`src/rtl/fetch_exec_latch.sv`:
```
// fetch_exec_latch: owns the fetch PC and the F->E pipeline register.
// Applies stalls, control squashes and taken-branch redirects from the
// hazard unit and execute stage. Keeps saturating stall/flush event counters.
module fetch_exec_latch #(
    parameter int                PC_W        = 32,
    parameter int                INSTR_W     = 32,
    parameter logic [PC_W-1:0]   RESET_PC    = '0,
    parameter int                FLUSH_SLOTS = 1
) (
    input  logic               clk,
    input  logic               reset,
    input  logic               stallF,
    input  logic               stallC,
    input  logic               isBranchTakenE,
    input  logic [PC_W-1:0]    branchTargetE,
    input  logic [INSTR_W-1:0] instrF,
    output logic [PC_W-1:0]    pcF,
    output logic [INSTR_W-1:0] instrE,
    output logic [PC_W-1:0]    pcE,
    output logic               validE,
    output logic [15:0]        stallCount,
    output logic [15:0]        flushCount
);

    typedef enum logic {RUN, FLUSH} state_e;

    // Bubbles still owed after the redirect cycle itself supplies the first.
    localparam logic [1:0] SLOTS_M1 = 2'(FLUSH_SLOTS - 1);
    localparam logic [15:0] CNT_MAX = 16'hFFFF;

    // F->E pipeline register contents
    typedef struct packed {
        logic [INSTR_W-1:0] instr;
        logic [PC_W-1:0]    pc;
        logic               valid;
    } fe_reg_t;

    state_e             state_q, state_d;
    logic [1:0]         slot_q, slot_d;
    logic [PC_W-1:0]    pc_f_q, pc_f_d;
    fe_reg_t            fe_q, fe_d;
    logic [15:0]        stall_cnt_q, stall_cnt_d;
    logic [15:0]        flush_cnt_q, flush_cnt_d;
    logic               redirect;

    // A taken branch only counts when a real instruction sits in execute;
    // in FLUSH validE is always 0 so this naturally ignores bubbles there.
    assign redirect = (state_q == RUN) && isBranchTakenE && fe_q.valid;

    // State register and all datapath flops; synchronous reset wins.
    always_ff @(posedge clk) begin
        if (reset) begin
            state_q     <= RUN;
            slot_q      <= 2'd0;
            pc_f_q      <= RESET_PC;
            fe_q        <= '0;
            stall_cnt_q <= 16'd0;
            flush_cnt_q <= 16'd0;
        end else begin
            state_q     <= state_d;
            slot_q      <= slot_d;
            pc_f_q      <= pc_f_d;
            fe_q        <= fe_d;
            stall_cnt_q <= stall_cnt_d;
            flush_cnt_q <= flush_cnt_d;
        end
    end

    // Next-state logic: enter FLUSH on redirect when more than one bubble
    // is needed, count down, return to RUN on the 1 -> 0 transition.
    always_comb begin
        state_d = state_q;
        slot_d  = slot_q;
        case (state_q)
            RUN: begin
                if (redirect && (FLUSH_SLOTS > 1)) begin
                    state_d = FLUSH;
                    slot_d  = SLOTS_M1;
                end
            end
            FLUSH: begin
                slot_d = slot_q - 2'd1;
                if (slot_q <= 2'd1) begin
                    state_d = RUN;
                    slot_d  = 2'd0;
                end
            end
            default: begin
                state_d = RUN;
                slot_d  = 2'd0;
            end
        endcase
    end

    // Datapath/output logic: default is hold PC and inject a bubble.
    always_comb begin
        pc_f_d      = pc_f_q;
        fe_d        = '0;
        stall_cnt_d = stall_cnt_q;
        flush_cnt_d = flush_cnt_q;
        if (state_q == RUN) begin
            if (redirect) begin
                pc_f_d = branchTargetE;
                if (flush_cnt_q != CNT_MAX)
                    flush_cnt_d = flush_cnt_q + 16'd1;
            end else if (stallC) begin
                // squash only; stallF alongside it is not counted
            end else if (stallF) begin
                if (stall_cnt_q != CNT_MAX)
                    stall_cnt_d = stall_cnt_q + 16'd1;
            end else begin
                fe_d.instr = instrF;
                fe_d.pc    = pc_f_q;
                fe_d.valid = 1'b1;
                pc_f_d     = pc_f_q + PC_W'(4);
            end
        end
        // FLUSH: stalls are ignored, PC holds at the target, bubble out.
    end

    assign pcF        = pc_f_q;
    assign instrE     = fe_q.instr;
    assign pcE        = fe_q.pc;
    assign validE     = fe_q.valid;
    assign stallCount = stall_cnt_q;
    assign flushCount = flush_cnt_q;

endmodule

```
`config.mk`:
```
export PLATFORM = sky130hd
export DESIGN_NAME = fetch_exec_latch
export DESIGN_NICKNAME = d
export VERILOG_FILES = /design/src/rtl/fetch_exec_latch.sv
export SDC_FILE = /design/constraint.sdc
export NUM_CORES = 1
export LEC_CHECK = 0
export ABC_AREA = 1
export CAP_MARGIN = 20
export CORE_AREA = 2 2 88 154
export CTS_BUF_LIST = sky130_fd_sc_hd__clkbuf_8
export CTS_CLUSTER_DIAMETER = 40
export CTS_CLUSTER_SIZE = 28
export DETAILED_ROUTE_END_ITERATION = 6
export DIE_AREA = 0 0 90 156
export GPL_ROUTABILITY_DRIVEN = 0
export PLACE_DENSITY = 0.81
export SKIP_CTS_REPAIR_TIMING = 1
export SYNTH_ARGS = -nofsm -noshare
export SYNTH_HDL_FRONTEND = slang
export SYNTH_SLANG_ARGS = --single-unit
```
`constraint.sdc`:
```
create_clock -name clk -period 2 [get_ports clk]
set_clock_uncertainty 0.15 [all_clocks]
set_input_delay 0.2 -clock clk [delete_from_list [all_inputs] [get_ports clk]]
set_output_delay 0.2 -clock clk [all_outputs]
set_load 0.01 [all_outputs]
```
## After elaboration in Yosys (flattened, before gate mapping)

Index checks and enable logic that the tools add are counted.

| storage, ports and cells | value |
|---|---|
| register bits after elaboration | 132 |
| bits of input ports | 69 |
| output and inout port bits | 129 |
| word-level logic and storage cells | 34 |

| cells by class | value |
|---|---|
| add/subtract/negate cells | 4 |
| magnitude comparators | 1 |
| equal/unequal tests | 4 |
| muxes and demuxes | 6 |
| bitwise logic cells | 3 |
| reductions and logical operators | 8 |

Operators with widths:

| kind | count |
|---|---|
| $mux 32 | 3 |
| $add 16x1->16 const B | 2 |
| $add 32x3->32 const B | 1 |
| $ne 16x16->1 const B | 2 |
| $reduce_and 3->1 | 2 |
| $reduce_and 5->1 | 1 |
| $reduce_or 5->1 | 1 |
| $ne 2x1->1 const B | 2 |
| $reduce_or 4->1 | 1 |
| $not 1->1 | 3 |
| $le 2x1->1 const B | 1 |
| $logic_and 1x1->1 | 2 |
| $mux 1 | 2 |
| $mux 2 | 1 |
| $reduce_or 2->1 | 1 |
| $sub 2x1->2 const B | 1 |

## Logic depth before layout (Yosys ltp)

| logic depth | value |
|---|---|
| word-level depth | 5 |
| depth in mapped cells | 12 |

## Worst setup path before layout

OpenSTA, ideal clock, no wires.

| path | value |
|---|---|
| kind | register to register |
| start | register flush_cnt_q[0], in the netlist flushCount[0] |
| end | register flush_cnt_q[11], in the netlist flushCount[11] |
| arrival | 1476 ps |
| required time | 1718 ps |
| setup slack | 242 ps |
| stages on the path, launching flop included | 10 |
| cell sequence | dfxtp_1 > ha_1 > nand2_1 > nor2_2 > nand4_1 > nand2_2 > inv_2 > buf_2 > nand2_1 > a21oi_1 |

| between the ends | value |
|---|---|
| longest elaborated chain between the ends | 2 |
| elaborated cells on any way between the ends | 3 |

RTL lines:

| item | RTL line | RTL |
|---|---|---|
| start, declared | 43 | `logic [15:0] flush_cnt_q, flush_cnt_d;` |
| start signal, assigned | 65 | `flush_cnt_q <= flush_cnt_d;` |
| branches (longest 2 deep; another with $add 16x1->16) | -- |  |

Several ways; the timed one is not identified.
A chain may end at the register's enable or synchronous reset.

## Worst setup path in the final report

| path | value |
|---|---|
| start | register pc_f_q[11], in the netlist pcF[11] |
| end | output pcF[11] |

RTL lines:

| item | RTL line | RTL |
|---|---|---|
| start, declared | 40 | `logic [PC_W-1:0] pc_f_q, pc_f_d;` |
| start signal, assigned | 62 | `pc_f_q <= pc_f_d;` |
| end, declared | 17 | `output logic [PC_W-1:0] pcF,` |

No word-level cell between the ends.

==> qor.csv <==
metric,value,unit
p_int,4.49,mW
start_kind,flip-flop,
grt-busiest-layer,met2,
maxSlewViolCount,0,
clkPwrFrac,45.1,%
max_stage_delay,0.53,ns
wire_per_inst,14.2,µm
cts_root_buffer,clkbuf_8,
diodes,0,
grt_use_met1,24.2,%
syn_nets,923,
synthesis.instances,851,
die_y,156,µm
timing_hold_violations_final,0,
grt_pass1_wl,28500,µm
grt.total_usage,25.5,%
path_cells,"buf_4, clkdlybuf4s50_1",
synth_top_area_share,44.7,%
rsz0062_at_grt,false,
async_reset_ff_share,0,%
ys_seq_area_share,44.7,%
fillers,1117,
peakVddDrop,0.436,mV
sw_frac_of_total,23.0,%
drc,0,
cap_violations,0,
use_met3,5.51,%
fmax,532,MHz
antenna_found_initial,0,
syn2layout_area_growth,46.7,%
pwr-share-comb,8.6,%
finalSetupViolations,0,
wirelength,17900,µm
period_share,93.9,%
synth_commonest_cells,"nand2_1 (216), nor2_1 (140), dfxtp_1 (132)",
final_nets,1144,
yosysTopAreaCell,dfxtp_1,
end_kind,primary output,
ys_ff_latch,132,
syn_area_per_cell,6.95,µm²
synth.distinct_cells,32,
reg2reg_slack,0.17,ns
firstDrtPassIters,4,
switchingPower,1.34,mW
placed_area,8210,µm²
fin_crit,1.88,ns
clk_latency,0.44,ns
die_area,14000,µm²
grt_max_degree,43,
tightest_slew,0.506,ns
p_leak,3.28,nW
numCtsBuffers,17,
synth_area,5910,µm²
drtAntennaViolNets,0,
synth_edf_count,0,
die_w,90,µm
crit_path_top_delay_cell,clkdlybuf4s50_1,
grt_remaining_overflow,0,
yosys-top-cells-area,"dfxtp_1 (45%), nand2_1 (14%), nor2_1 (8.9%)",
clk_pin_slew,0.09,ns
synth_flop_cell,dfxtp_1,
hold_class,input port to flip-flop,
htreeDepth,4,
numPortBuffers,197,
via_per_inst,4.85,
detailed_place_hpwl,13900,µm
first_global_vias,5999,
synth_most_common_cell,nand2_1,
initial_core_util,46.2,%
initialDrtViolationCount,288,
outcome,finished clean,
num_rows,55,
required,1.65,ns
core_area,12800,µm²
p_per_area,672,nW/µm²
drive_gt1_share,8.21,%
p_seq_share,46.4,%
yosys_warnings,0,
clockBufferDepth,2,
slew_headroom,66.2,%
ios,198,
cts_sinks,132,
final_area,8680,µm²
finalSetupTns,0,ns
globalRouteMet2Util,50.5,%
cts_tree,yes,
arrival,1.53,ns
vias,6089,
timing_worst_setup_path_type,flip-flop to primary output,
cp_max_fo,3,
-- cells by family (layout without fill, tap and decap cells) --
| kind of cell | Yosys count | after routing | synth area share (%) |
|---|---|---|---|
| and+or+nand+nor | 454 | 454 | 32.6 |
| xor gates and xnor gates | 23 | 23 | 3.41 |
| adders and majority gates | 3 | 3 | 0.635 |
| buffers and inverters | 147 | 380 | 10.3 |
| AOI/OAI and AO/OA | 92 | 92 | 8.38 |
| DFF | 132 | 132 | 44.7 |
-- worst paths after layout --
kind,start,end,cells after the start
worst min-delay path,reset,pcF[27],3
worst min register to register,pcF[0],pcE[0],2
worst max-delay path,pcF[11],pcF[11],2
worst max register to register,pcF[2],pcF[20],12
-- per-stage QoR --
step	total power, mW	hold slack (ns)	utilization, %	instances	setup slack [ns]
after CTS	5.87	0.0468	67.8	1255	0.0944
after global routing	6.04	0.0720	67.8	1255	0.0172
final	5.83	0.0815	67.8	1255	0.121
after detailed placement	3.26	0.302	64.1	1224	0.0921
after floorplan	2.95	0.128	-	851	0.242
after global placement	3.26	0.293	64.1	1224	0.132
-- registers in the layout, summed over array words and instances (netlist names) --
name	cells
state_q	1
stallCount	16
pcF	32
flushCount	16
slot_q	2
pcE	32
validE	1
instrE	32
-- worst max-delay path, delay by kind of cell (launching register included) --
family / cells / cell delay [ns]
buffers and inverters: 2 / 0.70
flip-flops: 1 / 0.41
-- layout by cell type (no fill, tap or decap), drive strengths merged --
master / instances
nand3: 47
nor2: 149
a21oi: 44
dfxtp: 132
o31ai: 2
clkinv: 5
xnor2: 7
clkdlybuf4s50: 196
ha: 3
nand2: 223
o221ai: 1
nand3b: 1
buf: 29
clkbuf: 19
nand4: 7
o21ai: 36
a31oi: 6
a211oi: 3
nor3: 27
bufinv: 5
inv: 126
xor2: 16
-- layout make-up --
type                    count  area, µm²  share of cell area, %
flip-flops and latches    132       2640                   30.5
inverters                 124        465                   5.36
clock inverters            12        200                   2.31
well taps                 171        214                   2.47
clock buffers              19        262                   3.01
multi-input cells         572       2670                   30.7
repair buffers            225       2230                   25.7
-- per-layer routing --
metal / routed length, µm / up-vias
li1: - / 3080
met1: 6220 / 2745
met2: 9920 / 214
met3: 961 / 50
met4: 762 / 0
met5: 0 / -
-- power groups by stage --
| stage | Combinational, mW | Sequential, mW | Clock, mW |
|---|---|---|---|
| 6_report | 0.501 | 2.70 | 2.63 |
| 5_1_grt | 0.543 | 2.71 | 2.78 |
| 3_5_place_dp | 0.499 | 2.77 | 0 |
| 4_1_cts | 0.503 | 2.70 | 2.66 |
| 2_1_floorplan | 0.169 | 2.78 | 0 |
| 3_3_place_gp | 0.493 | 2.76 | 0 |
Power figures use the tool's default switching activity.
